$ cat config.mk
export PLATFORM = sky130hd
export DESIGN_NAME = cmd_mreq_parser_flat
export DESIGN_NICKNAME = d
export VERILOG_FILES = /design/src/rtl/cmd_mreq_parser_pkg.sv /design/src/rtl/cmd_mreq_parser_if.sv /design/src/rtl/cmd_mreq_parser.sv /design/src/flat_wrapper.sv
export SDC_FILE = /design/constraint.sdc
export NUM_CORES = 1
export LEC_CHECK = 0
export ABC_AREA = 1
export CORE_ASPECT_RATIO = 2
export CORE_MARGIN = 8
export CORE_UTILIZATION = 45
export DETAILED_ROUTE_END_ITERATION = 8
export PLACE_DENSITY_LB_ADDON = 0.1
export SETUP_SLACK_MARGIN = 0.1
export SLEW_MARGIN = 0
export SYNTH_ARGS = -nofsm -noshare
export SYNTH_HDL_FRONTEND = slang
export SYNTH_SLANG_ARGS = --single-unit
$ cat constraint.sdc
create_clock -name i_clk -period 3.98 [get_ports i_clk]
set_input_delay 0.398 -clock i_clk [delete_from_list [all_inputs] [get_ports i_clk]]
set_output_delay 0.398 -clock i_clk [all_outputs]
set_load 0.1 [all_outputs]
$ cat src/rtl/cmd_mreq_parser_pkg.sv
// Shared definitions for the command-stream MREQ parser.
// Holds the MREQ descriptor layout (pack/unpack helpers), write-format codes
// with their bytes-per-word mapping, the 6-byte host header layout and
// flag bit positions, and the parser FSM state type.
package cmd_mreq_parser_pkg;

  // Write-format codes carried in header b0[2:0]
  localparam logic [2:0] MREQ_WFMT_32S0 = 3'd0;
  localparam logic [2:0] MREQ_WFMT_16S0 = 3'd1;
  localparam logic [2:0] MREQ_WFMT_16S1 = 3'd2;
  localparam logic [2:0] MREQ_WFMT_8S0  = 3'd3;
  localparam logic [2:0] MREQ_WFMT_8S1  = 3'd4;
  localparam logic [2:0] MREQ_WFMT_8S2  = 3'd5;
  localparam logic [2:0] MREQ_WFMT_8S3  = 3'd6;

  // MREQ descriptor as presented to cmd_wb
  typedef struct packed {
    logic        wr;
    logic        aincr;
    logic [2:0]  wfmt;
    logic [7:0]  tag;
    logic [7:0]  wcnt;
    logic [23:0] addr;
  } mreq_t;

  localparam int unsigned MREQ_NBIT = $bits(mreq_t);

  // Host header: byte offsets and flag-byte bit positions
  localparam int unsigned CMD_HDR_LEN   = 6;
  localparam int unsigned CMD_HDR_FLAGS = 0;
  localparam int unsigned CMD_HDR_TAG   = 1;
  localparam int unsigned CMD_HDR_WCNT  = 2;
  localparam int unsigned CMD_HDR_ADDR0 = 3;
  localparam int unsigned CMD_HDR_ADDR1 = 4;
  localparam int unsigned CMD_HDR_ADDR2 = 5;

  localparam int unsigned HDR_FLAG_WR    = 7;
  localparam int unsigned HDR_FLAG_AINCR = 6;
  localparam int unsigned HDR_RSVD_HI    = 5;
  localparam int unsigned HDR_RSVD_LO    = 3;
  localparam int unsigned HDR_WFMT_HI    = 2;

  localparam int unsigned HDR_IDX_W = 3;
  localparam int unsigned PL_LEN_W  = 11;

  typedef enum logic {
    ST_HDR = 1'b0,
    ST_REQ = 1'b1
  } state_t;

  function automatic logic [MREQ_NBIT-1:0] pack_mreq(input mreq_t m);
    return m;
  endfunction

  function automatic mreq_t unpack_mreq(input logic [MREQ_NBIT-1:0] v);
    return mreq_t'(v);
  endfunction

  // Bytes per payload word; the unassigned code is treated as 32-bit
  function automatic logic [2:0] mreq_wfmt_bpw(input logic [2:0] wfmt);
    case (wfmt)
      MREQ_WFMT_32S0:                 return 3'd4;
      MREQ_WFMT_16S0, MREQ_WFMT_16S1: return 3'd2;
      MREQ_WFMT_8S0, MREQ_WFMT_8S1,
      MREQ_WFMT_8S2, MREQ_WFMT_8S3:   return 3'd1;
      default:                        return 3'd4;
    endcase
  endfunction

  // Payload byte count: (wcnt+1)*bpw for writes, 0 for reads (max 1024)
  function automatic logic [PL_LEN_W-1:0] mreq_pl_len(input logic       wr,
                                                      input logic [2:0] wfmt,
                                                      input logic [7:0] wcnt);
    logic [PL_LEN_W-1:0] words;
    words = PL_LEN_W'(wcnt) + PL_LEN_W'(1);
    if (!wr) return '0;
    case (mreq_wfmt_bpw(wfmt))
      3'd4:    return words << 2;
      3'd2:    return words << 1;
      default: return words;
    endcase
  endfunction

endpackage

$ cat src/rtl/cmd_mreq_parser_if.sv
// Handshake bundle between the host stream, the parser and cmd_wb.
// Signal names follow the parser's point of view (i_ into it, o_ out of it).
//   host stream : i_host_data, i_host_valid, o_host_ready
//   mreq port   : o_mreq_valid, i_mreq_ready, o_mreq
//   payload     : o_pl_data, o_pl_valid, i_pl_ready
//   status      : o_err_hdr, o_err_timeout
// master = parser side, slave = host / cmd_wb side.
interface cmd_mreq_parser_if;
  import cmd_mreq_parser_pkg::*;

  logic [7:0]           i_host_data;
  logic                 i_host_valid;
  logic                 o_host_ready;
  logic                 o_mreq_valid;
  logic                 i_mreq_ready;
  logic [MREQ_NBIT-1:0] o_mreq;
  logic [7:0]           o_pl_data;
  logic                 o_pl_valid;
  logic                 i_pl_ready;
  logic                 o_err_hdr;
  logic                 o_err_timeout;

  modport master (
    input  i_host_data, i_host_valid, i_mreq_ready, i_pl_ready,
    output o_host_ready, o_mreq_valid, o_mreq, o_pl_data, o_pl_valid,
           o_err_hdr, o_err_timeout
  );

  modport slave (
    output i_host_data, i_host_valid, i_mreq_ready, i_pl_ready,
    input  o_host_ready, o_mreq_valid, o_mreq, o_pl_data, o_pl_valid,
           o_err_hdr, o_err_timeout
  );

endinterface

$ cat src/rtl/cmd_mreq_parser.sv
// Parses the host command byte stream into MREQ descriptors for cmd_wb and,
// for writes, passes exactly the payload byte count through to cmd_wb's rx
// port with zero latency. Resynchronises on bad flag bytes and on headers
// that stall longer than TIMEOUT_CYCLES.
// Ports:
//   i_clk  : clock, all logic on the rising edge
//   i_rst  : synchronous active-high reset
//   bus    : cmd_mreq_parser_if.master (host stream, mreq, payload, errors)
module cmd_mreq_parser
  import cmd_mreq_parser_pkg::*;
#(
  parameter int unsigned TIMEOUT_CYCLES = 1000000
) (
  input  logic                 i_clk,
  input  logic                 i_rst,
  cmd_mreq_parser_if.master    bus
);

  localparam int unsigned TCNT_W = $clog2(TIMEOUT_CYCLES);
  localparam logic [TCNT_W-1:0] TCNT_LAST = TCNT_W'(TIMEOUT_CYCLES - 1);

  state_t                r_state,       w_state_n;
  logic [HDR_IDX_W-1:0]  r_idx,         w_idx_n;
  logic [4:0]            r_flags,       w_flags_n;
  logic [7:0]            r_tag,         w_tag_n;
  logic [7:0]            r_wcnt,        w_wcnt_n;
  logic [7:0]            r_addr0,       w_addr0_n;
  logic [7:0]            r_addr1,       w_addr1_n;
  logic [PL_LEN_W-1:0]   r_rem,         w_rem_n;
  logic [TCNT_W-1:0]     r_tcnt,        w_tcnt_n;
  mreq_t                 r_mreq,        w_mreq_n;
  logic                  r_mreq_valid,  w_mreq_valid_n;
  logic                  r_err_hdr,     w_err_hdr_n;
  logic                  r_err_timeout, w_err_timeout_n;

  logic w_host_ready;
  logic w_pl_valid;
  logic w_hs;
  logic w_rem_nz;

  // State and datapath registers
  always_ff @(posedge i_clk) begin
    if (i_rst) begin
      r_state       <= ST_HDR;
      r_idx         <= '0;
      r_flags       <= '0;
      r_tag         <= '0;
      r_wcnt        <= '0;
      r_addr0       <= '0;
      r_addr1       <= '0;
      r_rem         <= '0;
      r_tcnt        <= '0;
      r_mreq        <= '0;
      r_mreq_valid  <= 1'b0;
      r_err_hdr     <= 1'b0;
      r_err_timeout <= 1'b0;
    end else begin
      r_state       <= w_state_n;
      r_idx         <= w_idx_n;
      r_flags       <= w_flags_n;
      r_tag         <= w_tag_n;
      r_wcnt        <= w_wcnt_n;
      r_addr0       <= w_addr0_n;
      r_addr1       <= w_addr1_n;
      r_rem         <= w_rem_n;
      r_tcnt        <= w_tcnt_n;
      r_mreq        <= w_mreq_n;
      r_mreq_valid  <= w_mreq_valid_n;
      r_err_hdr     <= w_err_hdr_n;
      r_err_timeout <= w_err_timeout_n;
    end
  end

  // Next-state, header capture, payload pass-through and timeout
  always_comb begin
    w_state_n       = r_state;
    w_idx_n         = r_idx;
    w_flags_n       = r_flags;
    w_tag_n         = r_tag;
    w_wcnt_n        = r_wcnt;
    w_addr0_n       = r_addr0;
    w_addr1_n       = r_addr1;
    w_rem_n         = r_rem;
    w_tcnt_n        = r_tcnt;
    w_mreq_n        = r_mreq;
    w_mreq_valid_n  = r_mreq_valid;
    w_err_hdr_n     = 1'b0;
    w_err_timeout_n = 1'b0;
    w_host_ready    = 1'b0;
    w_pl_valid      = 1'b0;
    w_hs            = 1'b0;
    w_rem_nz        = (r_rem != '0);

    case (r_state)
      ST_HDR: begin
        w_host_ready = 1'b1;
        w_hs         = bus.i_host_valid;
        if (w_hs) begin
          w_tcnt_n = '0;
          // A flag byte with reserved bits set is dropped so the parser can
          // slide forward through stray payload bytes until it finds a header.
          if ((r_idx == '0) && (bus.i_host_data[HDR_RSVD_HI:HDR_RSVD_LO] != '0)) begin
            w_err_hdr_n = 1'b1;
          end else begin
            case (r_idx)
              HDR_IDX_W'(CMD_HDR_FLAGS): w_flags_n = {bus.i_host_data[HDR_FLAG_WR],
                                                      bus.i_host_data[HDR_FLAG_AINCR],
                                                      bus.i_host_data[HDR_WFMT_HI:0]};
              HDR_IDX_W'(CMD_HDR_TAG):   w_tag_n   = bus.i_host_data;
              HDR_IDX_W'(CMD_HDR_WCNT):  w_wcnt_n  = bus.i_host_data;
              HDR_IDX_W'(CMD_HDR_ADDR0): w_addr0_n = bus.i_host_data;
              HDR_IDX_W'(CMD_HDR_ADDR1): w_addr1_n = bus.i_host_data;
              default: begin
                // Last header byte: publish the descriptor and payload length
                w_mreq_n.wr    = r_flags[4];
                w_mreq_n.aincr = r_flags[3];
                w_mreq_n.wfmt  = r_flags[2:0];
                w_mreq_n.tag   = r_tag;
                w_mreq_n.wcnt  = r_wcnt;
                w_mreq_n.addr  = {bus.i_host_data, r_addr1, r_addr0};
                w_rem_n        = mreq_pl_len(r_flags[4], r_flags[2:0], r_wcnt);
                w_mreq_valid_n = 1'b1;
                w_state_n      = ST_REQ;
              end
            endcase
            if (r_idx == HDR_IDX_W'(CMD_HDR_ADDR2)) begin
              w_idx_n = '0;
            end else begin
              w_idx_n = r_idx + HDR_IDX_W'(1);
            end
          end
        end else if (r_idx != '0) begin
          // Idle inside a partial header: discard it after TIMEOUT_CYCLES
          if (r_tcnt == TCNT_LAST) begin
            w_idx_n         = '0;
            w_tcnt_n        = '0;
            w_err_timeout_n = 1'b1;
          end else begin
            w_tcnt_n = r_tcnt + TCNT_W'(1);
          end
        end
      end

      ST_REQ: begin
        w_tcnt_n     = '0;
        w_host_ready = bus.i_pl_ready && w_rem_nz;
        w_pl_valid   = bus.i_host_valid && w_rem_nz;
        w_hs         = bus.i_host_valid && w_host_ready;
        if (w_hs) begin
          w_rem_n = r_rem - PL_LEN_W'(1);
        end
        // Completion ends the request; unforwarded bytes stay in the stream
        if (bus.i_mreq_ready) begin
          w_state_n      = ST_HDR;
          w_idx_n        = '0;
          w_rem_n        = '0;
          w_mreq_valid_n = 1'b0;
        end
      end

      default: begin
        w_state_n = ST_HDR;
      end
    endcase
  end

  assign bus.o_host_ready  = w_host_ready;
  assign bus.o_pl_valid    = w_pl_valid;
  assign bus.o_pl_data     = bus.i_host_data;
  assign bus.o_mreq_valid  = r_mreq_valid;
  assign bus.o_mreq        = pack_mreq(r_mreq);
  assign bus.o_err_hdr     = r_err_hdr;
  assign bus.o_err_timeout = r_err_timeout;

endmodule

$ cat src/flat_wrapper.sv
// flat-port wrapper written by rule: the top's interface ports become plain ports
module cmd_mreq_parser_flat import cmd_mreq_parser_pkg::*;
#(
  parameter int unsigned TIMEOUT_CYCLES = 1000000
)
  (i_clk, i_rst, bus_i_host_data, bus_i_host_valid, bus_i_mreq_ready, bus_i_pl_ready, bus_o_host_ready, bus_o_mreq_valid, bus_o_mreq, bus_o_pl_data, bus_o_pl_valid, bus_o_err_hdr, bus_o_err_timeout);
  cmd_mreq_parser_if bus_i ();
  input  logic i_clk;
  input  logic i_rst;
  input wire logic [$bits(bus_i.i_host_data)-1:0] bus_i_host_data;
  input wire logic [$bits(bus_i.i_host_valid)-1:0] bus_i_host_valid;
  input wire logic [$bits(bus_i.i_mreq_ready)-1:0] bus_i_mreq_ready;
  input wire logic [$bits(bus_i.i_pl_ready)-1:0] bus_i_pl_ready;
  output wire logic [$bits(bus_i.o_host_ready)-1:0] bus_o_host_ready;
  output wire logic [$bits(bus_i.o_mreq_valid)-1:0] bus_o_mreq_valid;
  output wire logic [$bits(bus_i.o_mreq)-1:0] bus_o_mreq;
  output wire logic [$bits(bus_i.o_pl_data)-1:0] bus_o_pl_data;
  output wire logic [$bits(bus_i.o_pl_valid)-1:0] bus_o_pl_valid;
  output wire logic [$bits(bus_i.o_err_hdr)-1:0] bus_o_err_hdr;
  output wire logic [$bits(bus_i.o_err_timeout)-1:0] bus_o_err_timeout;
  assign bus_i.i_host_data = bus_i_host_data;
  assign bus_i.i_host_valid = bus_i_host_valid;
  assign bus_i.i_mreq_ready = bus_i_mreq_ready;
  assign bus_i.i_pl_ready = bus_i_pl_ready;
  assign bus_o_host_ready = bus_i.o_host_ready;
  assign bus_o_mreq_valid = bus_i.o_mreq_valid;
  assign bus_o_mreq = bus_i.o_mreq;
  assign bus_o_pl_data = bus_i.o_pl_data;
  assign bus_o_pl_valid = bus_i.o_pl_valid;
  assign bus_o_err_hdr = bus_i.o_err_hdr;
  assign bus_o_err_timeout = bus_i.o_err_timeout;
  cmd_mreq_parser #(.TIMEOUT_CYCLES(TIMEOUT_CYCLES)) u_core (.i_clk(i_clk), .i_rst(i_rst), .bus(bus_i));
endmodule
==> flow_summary_export.csv <==
group,metric,value,unit
outcome,status,"finished, final reports clean",
logic_synthesis,synth_top_family_by_area,"simple AND/OR/NAND/NOR gates",
floorplan,start_util,0.458,
floorplan,core_area,12100,sq um
logic_synthesis,yosys.area_share.simple,0.301,
logic_synthesis,synth.area.mux_share,0,
layout,fin_nets,881,
worst_hold_path,whs_path_depth,2,
sta,hold_violations,0,
power,p_sw,1.06,mW
run,maxCapViolCount,0,
worst_setup_path,crit_type,"register to output pin",
sta,finalCritPeriodShare,0.761,
cts,worstSkewPairLatency,410,ps
sta,slew_violations,0,
cts,cts_tree,"done",
floorplan,dieHeight,173,um
cts,cts_hold_buf,0,
grt,grt_pass1_wl,24800,um
routing,routed_via_density,5.08,
logic_synthesis,syn_inst,803,
power,internal_power,2.31,mW
cts,htree_levels,4,
grt,gr-usage-met1,0.202,
power,p_per_area,491,nW/um^2
logic_synthesis,synth.distinct_cells,36,
place,port_buffers,70,
logic_synthesis,syn_area_per_cell,6.92,sq um
grt,busiest_layer,"met2",
routing,drt-wirelength-per-cell,14.7,um
layout,antenna-diode-count,0,
worst_hold_path,hold_start,"u_core.r_tag[4]",
worst_setup_path,slowest_delay,1140,ps
routing,drt-pass1-iter-count,5,
logic_synthesis,ys_seq_area_frac,0.433,
grt,first_global_vias,5102,
sta,setup_viol,0,
layout,area_delta_synth_final,23.7,%
logic_synthesis,synth_top_area_cell,"dfxtp_1",
routing,ant_nets,0,
floorplan,pin_count,71,
power,p_sw_frac,0.315,
grt,grt_antenna_before_repair,0,
layout,drive_gt1_frac,0.0775,
grt,grt_max_degree,52,
worst_setup_path,timing.rr.start,"u_core.r_idx[2]",
cts,cts_sinks,120,
sta,rsz0062_at_grt,"no",
worst_hold_path,hold_class,"register to register",
power,leakagePower,2.93,nW
cts,root_buffer,"clkbuf_16",
layout,layout_common_cells,"nor2_1, nand2_1, dfxtp_1",
worst_setup_path,start_kind,"register",
power,pwr-share-clk,0.450,
logic_synthesis,synth_fa_ha_area_frac,0.00901,
floorplan,die-area,16400,sq um
cts,clk_transition_reported_paths,60,ps
sta,final.setup.tns,0,ps
worst_setup_path,rr_worst_depth,7,
logic_synthesis,yosysWarnings,0,
power,combPwrFrac,0.170,
sta,max_slew.worst_pin.slew,1000,ps
grt,overflow,0,
routing,drc,0,
cts,post_cts_buffers,0,
worst_setup_path,cp.arrival,2630,ps
routing,routed_wl,15000,um
worst_setup_path,reg2reg_slack,1710,ps
power,ir_drop,0.324,mV
worst_setup_path,cp-end-kind,"output pin",
worst_setup_path,cpMostUsedCell,"nand2_1",
cts,numCtsBuffers,17,
worst_setup_path,cp_max_fo,4,
worst_setup_path,worst_ep_required_time,3580,ps
routing,drt_iter0_markers,224,
cts,clk_path_buf_depth,2,
cts,ctsResizeCount,0,
logic_synthesis,synth_area,5550,sq um
grt,groute.layer.met3.usage,0.0434,
worst_setup_path,crit_path_cell_trace,"inv_1 -> ha_1 -> nand2_1 -> nor2_2 -> nand3_2 -> nand2_1 -> nor2_1 -> clkdlybuf4s50_1",
place,gp_congestion,0.886,
worst_hold_path,min_to,"u_core.bus.o_mreq[36]",
worst_setup_path,regToRegEndpoint,"u_core.bus.o_mreq[27]",
sta,clock_skew,9.04,ps
logic_synthesis,synth-compound-area-share,0.157,
sta,achievable-frequency,0.330,GHz
floorplan,rows,57,
floorplan,die_width,94.6,um
sta,period_needed,3030,ps
power,p_seq_frac,0.380,
logic_synthesis,synth_xor_area_frac,0.0110,
logic_synthesis,ys_ff_latch,120,
logic_synthesis,synth.top_cell.area_share,0.433,
power,power.total,3.38,mW
grt,grt_util_met2,0.336,
sta,slew_headroom,0.329,
routing,via_count,5201,
logic_synthesis,synth_nets,820,
place,hpwl,11000,um
layout,final_common_cell,"nor2_1",
worst_setup_path,critPathSlowestCell,"clkdlybuf4s50_1",
grt,grtUsageTotal,0.190,
logic_synthesis,synth_area_leaders,"dfxtp_1, nor2_1, nand2_1",
cell usage after synthesis:
cell type and instances:
xnor2_1 2, nor4_1 2, clkbuf_1 12, inv_2 4, nor3_2 1, dfxtp_1 120, nor2_1 155, xor2_1 5
nand2_4 1, nor3_1 7, o31ai_1 1, o21ai_0 95, or2_2 1, a21oi_4 1, nor3b_1 2, buf_4 10
a21oi_1 67, nor2_4 3, nand2_2 6, clkbuf_2 1, a21o_1 1, nor2_2 4, inv_1 74, buf_6 3
nand2_1 151, a22oi_1 1, nand3b_2 1, o21ai_4 1, a211oi_1 1, nand3_2 3, nor2b_1 1, nor3_4 1
ha_1 4, nand4_1 9, buf_2 9, nand3_1 43
cells by family (layout without fill, tap and decap cells):
kind of cell             count (synthesis)  in the layout
AO/OA/AOI/OAI                          168            168
XOR/XNOR                                 7              7
adder cells (fa/ha/maj)                  4              4
buffers and inverters                  113            187
flip-flops                             120            120
AND/OR/NAND/NOR                        391            391
power by group through the flow:
stage	clock (mW)	sequential, mW	combinational, mW
3_3_place_gp	0	1.31	0.568
6_report	1.52	1.28	0.574
4_1_cts	1.54	1.28	0.578
3_5_place_dp	0	1.31	0.575
5_1_grt	1.60	1.29	0.632
2_1_floorplan	0	1.43	0.327
final cells by class:
cell class	instances	area (sq um)
inverter	78	293
timing repair buffer	77	751
clock buffer	19	453
tap	147	184
clock inverter	13	135
sequential	120	2400
multi-input combinational	570	2660
fill	1190	5250
layer usage:
layer / up-vias / wire length (um)
met5: - / 0
met4: 0 / 444
met3: 26 / 558
met2: 107 / 7980
met1: 2365 / 6030
li1: 2703 / -
per-stage QoR:
step / utilization / hold slack (ps) / setup WS (ps) / area (sq um) / std cells
final: 0.567 / 455 / 950 / 6870 / 1024
after global placement: 0.518 / 440 / 1300 / 6280 / 992
after global routing: 0.567 / 481 / 845 / 6870 / 1024
after detailed placement: 0.518 / 446 / 1270 / 6280 / 992
after floorplan: - / 430 / 1460 / 5550 / 803
after CTS: 0.567 / 456 / 928 / 6870 / 1024
critical path: cells and delay by family, from the launching register on:
family	cells	cell delay (ps)
adder cells (fa/ha/maj)	1	220
flip-flops	1	330
buffers and inverters	2	1220
AND/OR/NAND/NOR	5	450
worst max path at each step:
stage | startpoint | endpoint | slack [ps] | cells past startpoint
after global routing | u_core.r_rem[0] | bus_o_pl_valid | 840 | 8
after detailed placement | bus_i_host_data[7] | bus_o_pl_data[7] | 1270 | 2
after global placement | bus_i_host_data[7] | bus_o_pl_data[7] | 1300 | 2
after floorplan | u_core.r_rem[0] | bus_o_pl_valid | 1460 | 7
after CTS | u_core.r_rem[0] | bus_o_pl_valid | 930 | 8
final | u_core.r_rem[0] | bus_o_pl_valid | 950 | 8
flip-flops by register name (all words and copies together), names as in the netlist, 5 cells and up:
name	count
u_core.bus.o_mreq	45
u_core.r_addr0	8
u_core.r_addr1	8
u_core.r_flags	5
u_core.r_rem	11
u_core.r_tag	8
u_core.r_tcnt	20
u_core.r_wcnt	8
(Power assumes the default switching activity.)
